--- src/rtl/uart_pkg.sv ---
// rtl/uart_pkg.sv - shared types and helpers for the UART transmit arbiter
package uart_pkg;

  typedef enum logic {
    IDLE   = 1'b0,
    LOCKED = 1'b1
  } arb_state_t;

  localparam logic UART_IDLE  = 1'b1;
  localparam logic UART_START = 1'b0;

  // Clocks per bit, rounded to the nearest integer
  function automatic int uart_divisor(input int clk_hz, input int baud);
    return (clk_hz + baud / 2) / baud;
  endfunction

endpackage

--- src/rtl/uart_tx_serializer.sv ---
// rtl/uart_tx_serializer.sv - 8N1 frame serializer with its own baud counter
module uart_tx_serializer
  import uart_pkg::*;
#(
  parameter int DIVISOR = 868,
  parameter int NSTOP   = 1
) (
  input  logic       i_clk,
  input  logic       i_rst,
  input  logic       i_load,
  input  logic [7:0] i_data,
  output logic       o_idle,
  output logic       o_busy,
  output logic       o_tx
);

  localparam int             CW       = (DIVISOR > 1) ? $clog2(DIVISOR) : 1;
  localparam logic [CW-1:0]  BAUD_TOP = CW'(DIVISOR - 1);
  // Frame bit index: 0 start, 1..8 data, 9..8+NSTOP stop
  localparam logic [3:0]     LAST_BIT = 4'(8 + NSTOP);

  logic [CW-1:0] r_baud;
  logic [3:0]    r_bit;
  logic [7:0]    r_shift;
  logic          r_busy;
  logic          r_tx;

  logic w_bit_end;
  logic w_frame_end;

  assign w_bit_end   = (r_baud == '0);
  assign w_frame_end = r_busy && w_bit_end && (r_bit == LAST_BIT);

  // Idle already in the last clock of the final stop bit so frames can abut
  assign o_idle = !r_busy || w_frame_end;
  assign o_busy = r_busy;
  assign o_tx   = r_tx;

  // Load a byte, then step through the frame one bit per DIVISOR clocks
  always_ff @(posedge i_clk) begin
    if (i_rst) begin
      r_tx    <= UART_IDLE;
      r_busy  <= 1'b0;
      r_baud  <= BAUD_TOP;
      r_bit   <= 4'd0;
      r_shift <= 8'hFF;
    end else if (i_load) begin
      r_tx    <= UART_START;
      r_busy  <= 1'b1;
      r_baud  <= BAUD_TOP;
      r_bit   <= 4'd0;
      r_shift <= i_data;
    end else if (r_busy) begin
      if (w_bit_end) begin
        r_baud <= BAUD_TOP;
        if (r_bit == LAST_BIT) begin
          r_busy <= 1'b0;
          r_tx   <= UART_IDLE;
          r_bit  <= 4'd0;
        end else begin
          // Shifting in ones makes the stop bits fall out of the register
          r_bit   <= r_bit + 4'd1;
          r_tx    <= r_shift[0];
          r_shift <= {1'b1, r_shift[7:1]};
        end
      end else begin
        r_baud <= r_baud - 1'b1;
      end
    end
  end

endmodule

--- src/rtl/uart_tx_arbiter.sv ---
// rtl/uart_tx_arbiter.sv - round-robin message-locking arbiter onto one UART tx line
module uart_tx_arbiter
  import uart_pkg::*;
#(
  parameter int NREQ         = 4,
  parameter int CLK_FREQ_HZ  = 100_000_000,
  parameter int BAUD         = 115200,
  parameter int NSTOP        = 1,
  parameter int IDLE_TIMEOUT = 0
) (
  input  logic              i_clk,
  input  logic              i_rst,
  input  logic [NREQ-1:0]   i_valid,
  input  logic [8*NREQ-1:0] i_data,
  input  logic [NREQ-1:0]   i_last,
  output logic [NREQ-1:0]   o_ready,
  output logic [NREQ-1:0]   o_grant,
  output logic              o_busy,
  output logic              o_timeout,
  output logic              o_UART_Tx
);

  localparam int            DIVISOR = uart_divisor(CLK_FREQ_HZ, BAUD);
  localparam int            IW      = $clog2(NREQ);
  localparam int            TW      = (IDLE_TIMEOUT > 1) ? $clog2(IDLE_TIMEOUT) : 1;
  localparam logic [TW-1:0] TO_LAST = TW'((IDLE_TIMEOUT > 0) ? IDLE_TIMEOUT - 1 : 0);

  arb_state_t      r_state;
  logic [NREQ-1:0] r_grant;
  logic [IW-1:0]   r_owner;
  logic [IW-1:0]   r_ptr;
  logic [TW-1:0]   r_idle_cnt;
  logic            r_timeout;

  logic [NREQ-1:0] w_ready;
  logic            w_xfer;
  logic            w_xfer_last;
  logic            w_ser_idle;
  logic            w_owner_valid;
  logic [7:0]      w_data;
  logic            w_found;
  logic [IW-1:0]   w_pick;
  logic [IW-1:0]   w_idx;

  assign w_ready       = (r_state == LOCKED && w_ser_idle) ? (r_grant & i_valid) : '0;
  assign w_xfer        = |w_ready;
  assign w_xfer_last   = |(w_ready & i_last);
  assign w_owner_valid = i_valid[r_owner];
  assign w_data        = i_data[{r_owner, 3'b000} +: 8];

  assign o_ready   = w_ready;
  assign o_grant   = r_grant;
  assign o_timeout = r_timeout;

  // First valid requester searching upward from the one after the pointer
  always_comb begin
    w_found = 1'b0;
    w_pick  = r_ptr;
    w_idx   = '0;
    for (int i = 1; i <= NREQ; i++) begin
      w_idx = IW'((int'(r_ptr) + i) % NREQ);
      if (!w_found && i_valid[w_idx]) begin
        w_found = 1'b1;
        w_pick  = w_idx;
      end
    end
  end

  // Arbiter FSM: grant, hold the lock until a last byte or idle timeout
  always_ff @(posedge i_clk) begin
    if (i_rst) begin
      r_state    <= IDLE;
      r_grant    <= '0;
      r_owner    <= '0;
      r_ptr      <= IW'(NREQ - 1);
      r_idle_cnt <= '0;
      r_timeout  <= 1'b0;
    end else begin
      r_timeout <= 1'b0;
      case (r_state)
        IDLE: begin
          r_idle_cnt <= '0;
          if (w_found) begin
            r_state <= LOCKED;
            r_grant <= {{(NREQ-1){1'b0}}, 1'b1} << w_pick;
            r_owner <= w_pick;
          end
        end
        LOCKED: begin
          if (w_xfer_last) begin
            r_state    <= IDLE;
            r_grant    <= '0;
            r_ptr      <= r_owner;
            r_idle_cnt <= '0;
          end else if ((IDLE_TIMEOUT > 0) && w_ser_idle && !w_owner_valid) begin
            if (r_idle_cnt == TO_LAST) begin
              r_state    <= IDLE;
              r_grant    <= '0;
              r_ptr      <= r_owner;
              r_idle_cnt <= '0;
              r_timeout  <= 1'b1;
            end else begin
              r_idle_cnt <= r_idle_cnt + 1'b1;
            end
          end else begin
            r_idle_cnt <= '0;
          end
        end
        default: r_state <= IDLE;
      endcase
    end
  end

  uart_tx_serializer #(
    .DIVISOR (DIVISOR),
    .NSTOP   (NSTOP)
  ) u_ser (
    .i_clk  (i_clk),
    .i_rst  (i_rst),
    .i_load (w_xfer),
    .i_data (w_data),
    .o_idle (w_ser_idle),
    .o_busy (o_busy),
    .o_tx   (o_UART_Tx)
  );

endmodule
--- config.mk ---
export PLATFORM = sky130hd
export DESIGN_NAME = uart_tx_arbiter
export DESIGN_NICKNAME = d
export VERILOG_FILES = /design/src/rtl/uart_pkg.sv /design/src/rtl/uart_tx_serializer.sv /design/src/rtl/uart_tx_arbiter.sv
export SDC_FILE = /design/constraint.sdc
export NUM_CORES = 1
export LEC_CHECK = 0
export ABC_AREA = 1
export CORE_MARGIN = 2
export CORE_UTILIZATION = 49
export CTS_CLUSTER_DIAMETER = 50
export CTS_CLUSTER_SIZE = 12
export DETAILED_ROUTE_END_ITERATION = 10
export GPL_ROUTABILITY_DRIVEN = 0
export PLACE_DENSITY = 0.79
export SETUP_SLACK_MARGIN = 0.3
export SYNTH_ARGS = -nofsm -noshare
export SYNTH_HDL_FRONTEND = slang
export SYNTH_SLANG_ARGS = --single-unit
--- constraint.sdc ---
create_clock -name i_clk -period 1.9 [get_ports i_clk]
set_input_delay 0.57 -clock i_clk [delete_from_list [all_inputs] [get_ports i_clk]]
set_output_delay 0.57 -clock i_clk [all_outputs]
set_load 0.01 [all_outputs]
==> reports/qor.csv <==
metric,value,unit
largest net degree at the start of global routing,18,
Worst Path Max Fanout,4,
synth unique cells,40,
ys async rst share,0,%
Buffers & Inverters on Critical Path,1,
Area Growth Syn to Fin,63.07,%
final WL,7277,um
DRC Markers,0,
setup ws final,-0.2451,ns
Syn Area/Cell,6.599,um^2
HPWL Detailed,4410,um
CTS Buf Count,5,
met3 usage,4.329,%
crit end category,output pin,
CP startpoint kind,flip-flop,
fmax,466.2,MHz
LEAKAGE,0.001584,uW
initial antenna violation count,0,
"Power, Total",2699,uW
R2R depth,14,
"slowest stage delay, CP",0.32,ns
Root Buffer,clkbuf_8,
worst clock skew,0.01182,ns
reg-to-reg endpoint,r_ptr[0],
WP data required,1.33,ns
Final Critical Period,2.145,ns
M2 GR Usage,45.61,%
Vert. Die Dim,70.16,um
failing checks,setup timing,
Crit Path Category,flip-flop to output pin,
CTS Sinks,33,
Max Root-Sink Buffers,2,
site row count,24,
GR peak layer,met2,
flop2flop setup slack,-0.16,ns
die area,4922,um^2
pwr/cell area,771.8,nW/um^2
"Slew Viols, Final",0,
worst slew pin tran,0.5179,ns
Reg2Reg Launch Point,u_ser.r_baud[2],
"antenna viol nets, final",0,
Core ar.,4294,um^2
crit path DAT,1.58,ns
Cells after Synth,325,
TritonCTS clock tree,done,
"CP delay by family, top",simple AND/OR/NAND/NOR gates,
Post-synth EDFFs,0,
Synth Cell Area,2145,um^2
Starting Density,49.94,%
port buffer count,51,
"Hold Vio Cnt, Final",0,
number of H-tree levels,2,
maxcap violations,0,
fraction of layout cells with a size suffix above 1,39.58,%
crit-path cells,nor2_1 > nand2_1 > nor2_2 > nand3_2 > nand2_4 > nand2_8 > nor2_4 > buf_6,
met1 Resource Use GR,30.81,%
"Top FF cell, synth",dfxtp_1,
worst relative slew slack,65.37,%
"Design Area, Final",3497,um^2
Iter 0 DRT Violations,121,
ANT cells,0,
Worst Hold Depth,2,
dpl cell area,3002,um^2
Tcrit/Tclk final,112.9,%
Hold Path End,u_ser.r_shift[3],
Initial DRT Pass Iterations,4,
dpl ws,-0.4723,ns
worst min path class,flip-flop to flip-flop,
Synth Warn #,0,
filler instances,252,
GRT Total Usage,25.80,%
Skew-Pair Late Insertion Delay,0.29,ns
total number of vias,2573,
post-DR wirelength/cell,15.19,um
Slowest cell on crit path,dfxtp_1,
Worst-path clk slew,0.07,ns
final net count,470,
global-route congestion overflow total,0,
hold_sp,u_ser.r_shift[3],
setup TNS,-2.934,ns
Max VDD drop,498.2,uV
RSZ-0062 raised after global routing,yes,
status,"complete, but fails checks",
synthesized flop and latch total,33,
syn_nets,369,
vias in the first global route,2351,
Vias per Instance,5.372,
Die X,70.16,um
Setup-failing EPs final,29,
I/O pin total,53,
sequential fraction of the synthesis area,30.81,%
first-pass GRT wire length,10270,um
==> layout by cell type, fill, tap and decap left out, types with 6 or more instances in the layout <==
master and n:
nand4_1 6, o22ai_1 8, nand2_4 13, dfxtp_1 28, nor2_4 8, nor2_1 42, buf_4 39, inv_1 30
nand3_1 7, o21ai_2 6, nor2_2 7, inv_2 8, buf_6 15, o21ai_0 26, a21oi_2 7, nand2_2 25
clkdlybuf4s50_1 37, nand2_1 39, a21oi_1 6
==> what timing repair did <==
item	CTS	global route
hold buffers	0	0
resized for setup	84	58
buffers inserted	7	8
pin swaps	20	19
endpoints found under the setup margin	43	38
==> metrics by stage <==
stage	hold WS [ns]	util [%]	cells
2_1_floorplan	0.4313	-	325
3_3_place_gp	0.4453	69.90	456
3_5_place_dp	0.4581	69.90	456
4_1_cts	0.4657	75.79	471
5_1_grt	0.4977	81.44	479
6_report	0.4598	81.44	479
==> layout make-up <==
cell class                 count  area (um^2)  share of cell area (%)
tap                           52        65.06                   1.860
clock buffer                   8        80.08                   2.290
timing repair buffer         104        962.2                   27.51
multi-input combinational    239         1541                   44.08
inverter                      43        176.4                   5.045
sequential                    33        671.9                   19.21
==> logic make-up after synthesis <==
logic type / synth area share [%]
AND/OR/NAND/NOR: 36.58
XOR/XNOR: 0.8170
flip-flops: 30.80
adder cells (fa/ha/maj): 1.167
other: 0.1749
AO/OA/AOI/OAI: 19.60
buffers and inverters: 10.85
==> flip-flops by register name, summed over array words and instances, names as in the netlist <==
register	flops
u_ser.r_baud	10
u_ser.r_shift	8
o_grant	4
u_ser.r_bit	4
r_owner	2
r_ptr	2
r_state	1
u_ser.o_busy	1
u_ser.o_tx	1
==> power by group <==
group / total (uW) / internal (uW) / switching, uW / leakage [uW]
Clock: 515 / 260 / 255 / 0.0000395
Sequential: 855 / 782 / 73.1 / 0.000269
Combinational: 1330 / 588 / 741 / 0.00128
Total: 2700 / 1630 / 1070 / 0.00158
==> worst reg2reg max path: cells and delay by family, from the launching register on <==
family / cells / cell delay [ns]
AO/OA/AOI/OAI: 1 / 0.09
AND/OR/NAND/NOR: 9 / 1.05
flip-flops: 1 / 0.32
buffers and inverters: 4 / 0.47
==> cells in the mapped netlist, types with 2 or more instances <==
library cell | number | area (um^2)
nand2_4 | 7 | 78.83
inv_2 | 3 | 11.26
nand2_2 | 8 | 50.05
nor3_2 | 2 | 20.02
o22ai_1 | 8 | 50.05
o21ai_2 | 3 | 26.28
inv_1 | 39 | 146.4
a21oi_1 | 13 | 65.06
nor2_4 | 2 | 22.52
dfxtp_1 | 33 | 660.6
o2111ai_1 | 3 | 26.28
ha_1 | 2 | 25.02
nand4_1 | 6 | 37.54
nor3_1 | 3 | 15.01
o211ai_1 | 4 | 30.03
nor2_1 | 49 | 183.9
nand2_1 | 64 | 240.2
nand3_1 | 10 | 50.05
o21ai_0 | 33 | 165.2
buf_6 | 3 | 33.78
clkbuf_1 | 4 | 15.01
a31oi_1 | 2 | 12.51
o211ai_2 | 2 | 25.02
nor2_2 | 6 | 37.54
==> metal layers <==
layer	routed length, um	part of all wire [%]	vias up
met3	292	4.0	23
met5	0	0	-
met4	234	3.2	0
li1	-	-	1258
met2	3783	52	77
met1	2967	41	1215
==> worst max path at each step <==
| stage | from | end | slack (ns) | cells after the start |
|---|---|---|---|---|
| finish | u_ser.r_baud[2] | o_ready[0] | -0.25 | 8 |
| global route | u_ser.r_baud[2] | o_ready[2] | -0.32 | 8 |
| CTS | u_ser.r_baud[0] | o_ready[3] | -0.22 | 9 |
| detailed placement | i_valid[3] | o_ready[3] | -0.47 | 4 |
| global placement | i_valid[2] | o_ready[2] | -0.45 | 4 |
| floorplan | u_ser.r_baud[0] | o_ready[0] | 0.22 | 8 |
No activity file was read; power rests on OpenSTA's default activity.
